### config.mk
export PLATFORM = sky130hd
export DESIGN_NAME = instr_imm_encoder
export DESIGN_NICKNAME = d
export VERILOG_FILES = /design/src/rtl/instr_imm_encoder_pkg.sv /design/src/rtl/instr_imm_encoder_imm_field_packer.sv /design/src/rtl/instr_imm_encoder.sv
export SDC_FILE = /design/constraint.sdc
export NUM_CORES = 1
export LEC_CHECK = 0
export CORE_UTILIZATION = 49
export CTS_BUF_LIST = sky130_fd_sc_hd__clkbuf_8
export CTS_CLUSTER_SIZE = 8
export DETAILED_ROUTE_END_ITERATION = 8
export HOLD_SLACK_MARGIN = 0.1
export PLACE_DENSITY = 0.82
export SYNTH_ARGS = -nofsm -noshare
export SYNTH_HDL_FRONTEND = slang
export SYNTH_SLANG_ARGS = --single-unit
### constraint.sdc
create_clock -name clk_in -period 3 [get_ports clk_in]
set_clock_uncertainty 0.15 [all_clocks]
set_input_delay 0.75 -clock clk_in [delete_from_list [all_inputs] [get_ports clk_in]]
set_output_delay 0.75 -clock clk_in [all_outputs]
set_load 0.02 [all_outputs]
### src/rtl/instr_imm_encoder_pkg.sv
// Shared core definitions for the immediate encoder and decoder: type codes,
// immediate range limits, FIFO states and the buffered entry layout.
package instr_imm_encoder_pkg;

    typedef enum logic [2:0] {
        IMM_NONE   = 3'b000,
        IMM_I      = 3'b001,
        IMM_S      = 3'b010,
        IMM_B      = 3'b011,
        IMM_U      = 3'b100,
        IMM_J      = 3'b101,
        IMM_I_LOAD = 3'b110,
        IMM_I_ALT  = 3'b111
    } imm_type_e;

    localparam logic signed [31:0] IMM12_MIN = -32'sd2048;
    localparam logic signed [31:0] IMM12_MAX = 32'sd2047;
    localparam logic signed [31:0] IMM_B_MIN = -32'sd4096;
    localparam logic signed [31:0] IMM_B_MAX = 32'sd4094;
    localparam logic signed [31:0] IMM_J_MIN = -32'sd1048576;
    localparam logic signed [31:0] IMM_J_MAX = 32'sd1048574;

    typedef enum logic [1:0] {
        FIFO_EMPTY = 2'd0,
        FIFO_ONE   = 2'd1,
        FIFO_FULL  = 2'd2
    } fifo_state_e;

    typedef struct packed {
        logic [31:0] instr;
        logic        err;
    } enc_entry_t;

    function automatic logic outOfRange(input logic signed [31:0] value,
                                        input logic signed [31:0] lo,
                                        input logic signed [31:0] hi);
        return (value < lo) || (value > hi);
    endfunction

endpackage

### src/rtl/instr_imm_encoder_imm_field_packer.sv
// Scatters a signed immediate into the instruction fields for its format and
// flags values the format cannot represent; the packing is truncated on error.
module imm_field_packer
    import instr_imm_encoder_pkg::*;
(
    input  logic [31:0] base_i,
    input  logic [31:0] imm_i,
    input  imm_type_e   imm_type_i,
    output logic [31:0] instr_o,
    output logic        err_o
);

    logic signed [31:0] immVal;

    assign immVal = signed'(imm_i);

    always_comb begin
        instr_o = base_i;
        err_o   = 1'b0;
        unique case (imm_type_i)
            IMM_NONE: begin
                err_o = (imm_i != 32'd0);
            end
            IMM_I, IMM_I_LOAD, IMM_I_ALT: begin
                instr_o[31:20] = imm_i[11:0];
                err_o          = outOfRange(immVal, IMM12_MIN, IMM12_MAX);
            end
            IMM_S: begin
                instr_o[31:25] = imm_i[11:5];
                instr_o[11:7]  = imm_i[4:0];
                err_o          = outOfRange(immVal, IMM12_MIN, IMM12_MAX);
            end
            // Branch and jump offsets are halfword aligned, so bit 0 is never encoded.
            IMM_B: begin
                instr_o[31]    = imm_i[12];
                instr_o[30:25] = imm_i[10:5];
                instr_o[11:8]  = imm_i[4:1];
                instr_o[7]     = imm_i[11];
                err_o          = outOfRange(immVal, IMM_B_MIN, IMM_B_MAX) || imm_i[0];
            end
            IMM_U: begin
                instr_o[31:12] = imm_i[31:12];
                err_o          = (imm_i[11:0] != 12'd0);
            end
            IMM_J: begin
                instr_o[31]    = imm_i[20];
                instr_o[30:21] = imm_i[10:1];
                instr_o[20]    = imm_i[11];
                instr_o[19:12] = imm_i[19:12];
                err_o          = outOfRange(immVal, IMM_J_MIN, IMM_J_MAX) || imm_i[0];
            end
        endcase
    end

endmodule

### src/rtl/instr_imm_encoder.sv
// Immediate encoder with a 2-entry output FIFO and a saturating error counter;
// ready_in depends only on FIFO occupancy so it never combinationally follows ready_out.
module instr_imm_encoder
    import instr_imm_encoder_pkg::*;
(
    input  logic        clk_in,
    input  logic        reset_in,
    input  logic        valid_in,
    output logic        ready_in,
    input  logic [31:0] base_in,
    input  logic [31:0] imm_in,
    input  logic [2:0]  imm_type_in,
    output logic [31:0] instr_out,
    output logic        err_out,
    output logic        valid_out,
    input  logic        ready_out,
    output logic [7:0]  err_count_out
);

    fifo_state_e state_q, state_d;
    enc_entry_t  headEntry_q, headEntry_d;
    enc_entry_t  tailEntry_q, tailEntry_d;
    enc_entry_t  newEntry;
    logic [7:0]  errCount_q, errCount_d;
    logic        push, pop;

    imm_field_packer u_packer (
        .base_i     (base_in),
        .imm_i      (imm_in),
        .imm_type_i (imm_type_e'(imm_type_in)),
        .instr_o    (newEntry.instr),
        .err_o      (newEntry.err)
    );

    assign push = valid_in && ready_in;
    assign pop  = valid_out && ready_out;

    always_ff @(posedge clk_in or posedge reset_in) begin
        if (reset_in) begin
            state_q     <= FIFO_EMPTY;
            headEntry_q <= '0;
            tailEntry_q <= '0;
            errCount_q  <= 8'd0;
        end else begin
            state_q     <= state_d;
            headEntry_q <= headEntry_d;
            tailEntry_q <= tailEntry_d;
            errCount_q  <= errCount_d;
        end
    end

    // The head register drives the outputs directly, so it only changes on a pop or an empty-slot fill.
    always_comb begin
        state_d     = state_q;
        headEntry_d = headEntry_q;
        tailEntry_d = tailEntry_q;
        unique case (state_q)
            FIFO_EMPTY: begin
                if (push) begin
                    headEntry_d = newEntry;
                    state_d     = FIFO_ONE;
                end
            end
            FIFO_ONE: begin
                unique case ({push, pop})
                    2'b10: begin
                        tailEntry_d = newEntry;
                        state_d     = FIFO_FULL;
                    end
                    2'b01: state_d = FIFO_EMPTY;
                    2'b11: headEntry_d = newEntry;
                    default: state_d = FIFO_ONE;
                endcase
            end
            FIFO_FULL: begin
                if (pop) begin
                    headEntry_d = tailEntry_q;
                    state_d     = FIFO_ONE;
                end
            end
            default: state_d = FIFO_EMPTY;
        endcase
    end

    always_comb begin
        errCount_d = errCount_q;
        if (push && newEntry.err && (errCount_q != 8'hFF)) begin
            errCount_d = errCount_q + 8'd1;
        end
    end

    always_comb begin
        ready_in      = (state_q != FIFO_FULL);
        valid_out     = (state_q != FIFO_EMPTY);
        instr_out     = headEntry_q.instr;
        err_out       = headEntry_q.err;
        err_count_out = errCount_q;
    end

endmodule

After elaboration in Yosys (flattened, before gate mapping)
Index checks and enable logic that the tools add are counted.

$add $sub $neg: 1. Order comparisons: 6. Equality and inequality tests: 18. Muxes and demuxes: 13. Reduce and logical (&&, ||, !) cells: 21.

Operators by type and width (number): $mux W33 (3); $pmux W33 S3 (1); $gt A32 B12 Y1 const B (1); $gt A32 B13 Y1 const B (1); $gt A32 B21 Y1 const B (1); $lt A32 B12 Y1 const B (1); $lt A32 B13 Y1 const B (1); $lt A32 B21 Y1 const B (1); $reduce_bool A32 Y1 (1); $pmux W7 S4 (1); $pmux W5 S3 (1); $eq A3 B3 Y1 const B (4); $pmux W2 S3 (2); $reduce_bool A12 Y1 (1); $pmux W5 S2 (1); $add A8 B1 Y8 const B (1); $mux W8 (1); $ne A2 B2 Y1 const B (4); $ne A8 B8 Y1 const B (1); $eq A2 B2 Y1 const B (3); $eq A3 B2 Y1 const B (2); $logic_or A1 B1 Y1 (5); $pmux W1 S5 (1); $eq A2 B1 Y1 const B (2); 14 further kinds (18).

Register bits after elaboration: 76. Input port bits: 71. Output and inout port bits: 43. Logic and storage cells: 65.

Logic depth before layout (Yosys ltp)
Depth after elaboration: 6. Depth in mapped cells: 11. Depth with buffers taken out: 8.

Hierarchy
Synthesis repeated with hierarchy kept, for this count alone.

Cell total of the unflattened synthesis: 387. Area, all modules: 4139.0 um^2.

Modules (own cells, without submodules): instr_imm_encoder (times used 1, cells an instance 267, area an instance 3299.4 um^2, seq. area each 1901.8 um^2); imm_field_packer (times used 1, cells an instance 120, area an instance 839.6 um^2, seq. area each 0.0 um^2).

Least setup slack after synthesis
No wires, ideal clock.

Path type: input -> register. Start point: in imm_in[10]. End point: reg errCount_q[1], in the netlist err_count_out[1]. Setup time: 0.125 ns. Arrival time: 2.319 ns. Data required time: 2.725 ns. Slack: 0.406 ns. Stages on the path: 6. Buffers on the path: 0. Cell sequence: nor4_1 > a31oi_1 > o31ai_1 > a311oi_2 > o31ai_4 > mux2_4.

Cells in the longest elaborated chain, start to end: 6. Elaborated cells between the ends (all ways): 16. Those cells by class: order compare: 6; mux: 1; reduce/logical: 9.

RTL lines: from (decl) (line instr_imm_encoder.sv:11) `input logic [31:0] imm_in,`; $lt A32 B21 Y1, or another cell as far along (line instr_imm_encoder_pkg.sv:37) `return (value < lo) || (value > hi);`; $logic_or A1 B1 Y1 (line instr_imm_encoder_pkg.sv:37); $logic_or A1 B1 Y1, on equally long branches (line instr_imm_encoder_imm_field_packer.sv:50, instr_imm_encoder_imm_field_packer.sv:39); $pmux W1 S5 * (line instr_imm_encoder_imm_field_packer.sv:20) `unique case (imm_type_i)`; $logic_and A1 B1 Y1 * (2 in a row) (line instr_imm_encoder.sv:87) `if (push && newEntry.err && (errCount_q != 8'hFF)) begin`; to (signal assigned) (line instr_imm_encoder.sv:48) `errCount_q <= errCount_d;`; to (decl) (line instr_imm_encoder.sv:24) `logic [7:0] errCount_q, errCount_d;`.

Mark *: on every way between the ends. The rest lies on a longest branch, timed or not. A chain may end at the register's enable or synchronous reset.

Worst setup path in the final report
Start point: in imm_in[13]. End point: reg errCount_q[7], in the netlist err_count_out[7].

Same word-level chain as after synthesis.

==> summary.txt <==
status = completed
H-tree depth = 3
final hold vios = 0
routed wire length = 10.6 mm
GR Util All Layers = 26.6%
fillcell total = 570
Netlist cell types = 42
1st-iter DRT viols = 180
routed len/inst = 15.0 um
Power per Cell Area = 876 mW/mm^2
Synth Register Bits = 76
DIE HEIGHT = 91.6 um
clk_lat worst skew = 350 ps
Rows = 32
final worst path period share = 95.7%
Final ANT Viol Nets = 0
r2r worst-path depth = 7
Critical Path Slowest Stage Cell = clkdlybuf4s50_1
Flop pwr share = 35.9%
vias in the first global route = 3,789
Setup Buffers After CTS = 0
Max Fanout on Critical Path = 3
Fin Setup TNS = 0 ps
Max-slew headroom = 69.2%
initial antenna violation count = 0
register area share after synthesis = 48.4%
Layout area overhead = 47.1%
CTS Root Cell = clkbuf_8
MaxCap Viol Count = 0
total internal power = 3090 uW
Crit Path Category = input port to flip-flop
gr ovfl total = 0
minimum clock period = 2870 ps
drt first pass iters = 4
nets = 671
Detailed Place HPWL = 7.89 mm
# DRC = 0
CTS tree = done
layout cells sized above 1 = 15.1%
sw power = 1970 uW
Initial Util = 50.9%
CP endpoint kind = flip-flop
fmax = 348 MHz
# clock sinks = 76
Critical Path Max Stage Delay = 550 ps
die area = 0.00838 mm^2
Mapped Area = 0.00393 mm^2
max-slew violations = 0
Comb power frac = 47.1%
CP required = 3080 ps
leakage power = 0.00256 uW
unrepaired setup endpoints after global routing = no
Worst Tran Pin Value = 458 ps
number of synthesized flops with an enable pin = 0
hold crit path type = flip-flop to flip-flop
asr flop ratio synth = 100%
n_diodes = 0
FF-to-FF End = tailEntry_q[21]
Most used DFF post-synth = dfrtp_1
Post-Syn Instances = 444
VDD IR max = 533 uV
RD Place Congestion = 0.934
clock buffer depth = 2
syn_area_per_cell = 8.85 um^2
syn_nets = 519
reg2reg start = state_q[1]
critical path launch point type = input port
PortBufs = 113
crit path to = err_count_out[7]
pin count of the biggest net entering global routing = 77
Clk pwr share = 17.0%
crit path cell chain = clkdlybuf4s50_1, nand4_1, or3_4, nor4_4, a311oi_2, o31ai_4, buf_4, nor3_1, xor2_1
global-route wire length before repair = 17.5 mm
# IOs = 114
Synth Warn # = 0
Sw Ratio = 39.0%
vias per inst = 5.50
placeable core region = 0.00773 mm^2
fin util = 74.8%
CTS hold repair buffers = 0
CTS Buf Count = 9
CP arrival = 2950 ps
DR vias = 3,863
final number of setup-violating endpoints = 0
crit path from = imm_in[13]
worst hold slack = 328 ps
R2R Setup Slk = 610 ps
die width = 91.6 um
clock-pin transition on the worst setup and hold timing paths = 80 ps
## metal layers
metal	GRT usage, %	share of wire, %
met3	3.94	5.7
met1	34.3	43
met2	44.4	49
met5	0	0
met4	11.5	3.1
## repair_timing
item	CTS	global route
pin swaps	0	2
setup endpoints to repair	4	8
gates resized for setup	1	7
hold endpoints to repair	0	0
## cell type report
cell class | instances | area [um^2] | area share, %
multi-input combinational | 335 | 1950 | 33.7
sequential | 76 | 1900 | 32.9
timing repair buffer | 167 | 1560 | 27.0
tap | 102 | 128 | 2.21
clock buffer | 9 | 124 | 2.14
clock inverter | 7 | 92.6 | 1.60
inverter | 7 | 26.3 | 0.455
## cell families (layout without fill, tap and decap cells)
group                    Yosys count  count (layout)  synth area share [%]
multiplexers                      30              30                  8.02
flip-flops                        76              76                  48.4
adder cells (fa/ha/maj)            4               4                  1.27
AND/OR/NAND/NOR                  173             173                  19.8
XOR/XNOR                           7               7                  1.56
buffers and inverters             33             190                  3.25
AO/OA/AOI/OAI                    121             121                  17.7
## cells in the mapped netlist, drive strengths merged (5+ instances only)
cell    number  area share (%)
nor3         9             1.1
nand2       68             6.6
dfrtp       76              48
a31oi        9             1.4
nor2b        6            0.96
buf          5            0.57
nand3        8             1.0
o21ai       48             6.1
nor2        55             5.3
nand4        8             1.3
inv          5            0.48
mux2i       21             5.3
nor4        10             2.1
clkbuf      21             2.0
mux2         9             2.7
a21oi       45             5.7
## through the flow
step / total power, uW / setup slack, ps / area, um^2 / instances
3_3_place_gp: 4110 / -281 / 5520 / 687
3_5_place_dp: 4220 / -383 / 5520 / 687
5_1_grt: 5400 / 10.2 / 5780 / 703
2_1_floorplan: 3160 / 162 / 3930 / 444
4_1_cts: 5080 / 55.6 / 5740 / 703
6_report: 5060 / 130 / 5780 / 703
## placed cells by master, fill, tap and decap left out, types with 2 or more instances in the layout
cell	n
a211oi_1	2
a21boi_0	2
a21oi_1	45
a221oi_1	2
a22o_1	4
a31oi_1	9
buf_4	52
bufinv_16	2
clkbuf_8	9
clkdlybuf4s50_1	111
clkinv_1	2
dfrtp_1	76
dlymetal6s2s_1	2
ha_1	4
inv_1	6
mux2_2	8
mux2i_1	21
nand2_1	67
nand3_1	8
nand3b_1	2
nand4_1	8
nor2_1	54
nor2b_1	5
nor3_1	9
nor4_1	5
nor4_2	3
nor4_4	2
o21a_1	2
o21ai_0	47
o31ai_1	2
or3_1	2
xnor2_1	3
xor2_1	4
## power groups by stage
| stage | Clock (uW) | Sequential, uW | Combinational, uW |
|---|---|---|---|
| 6_report | 862 | 1820 | 2380 |
| 5_1_grt | 919 | 1870 | 2610 |
| 4_1_cts | 870 | 1810 | 2400 |
| 3_5_place_dp | 0 | 1830 | 2380 |
| 3_3_place_gp | 0 | 1800 | 2310 |
| 2_1_floorplan | 0 | 2100 | 1070 |
## how the worst min path moves through the flow
stage	start	end	slack, ps	cells past startpoint
3_5_place_dp	tailEntry_q[16]	tailEntry_q[16]	320	2
5_1_grt	tailEntry_q[13]	tailEntry_q[13]	360	2
4_1_cts	tailEntry_q[19]	tailEntry_q[19]	330	2
3_3_place_gp	tailEntry_q[9]	tailEntry_q[9]	310	2
6_report	tailEntry_q[18]	tailEntry_q[18]	330	2
2_1_floorplan	tailEntry_q[10]	tailEntry_q[10]	290	2
## worst max-delay path, delay by kind of cell
family	cells	cell delay, ps
AOI/OAI and AO/OA	2	540
xor gates and xnor gates	1	140
buffers and inverters	2	730
and+or+nand+nor	4	810
## sequential cells by signal (all words and copies together), names as in the netlist
register and count:
state_q 2, instr_out 32, err_out 1, err_count_out 8, tailEntry_q 33
No activity file was read; power rests on OpenSTA's default activity.
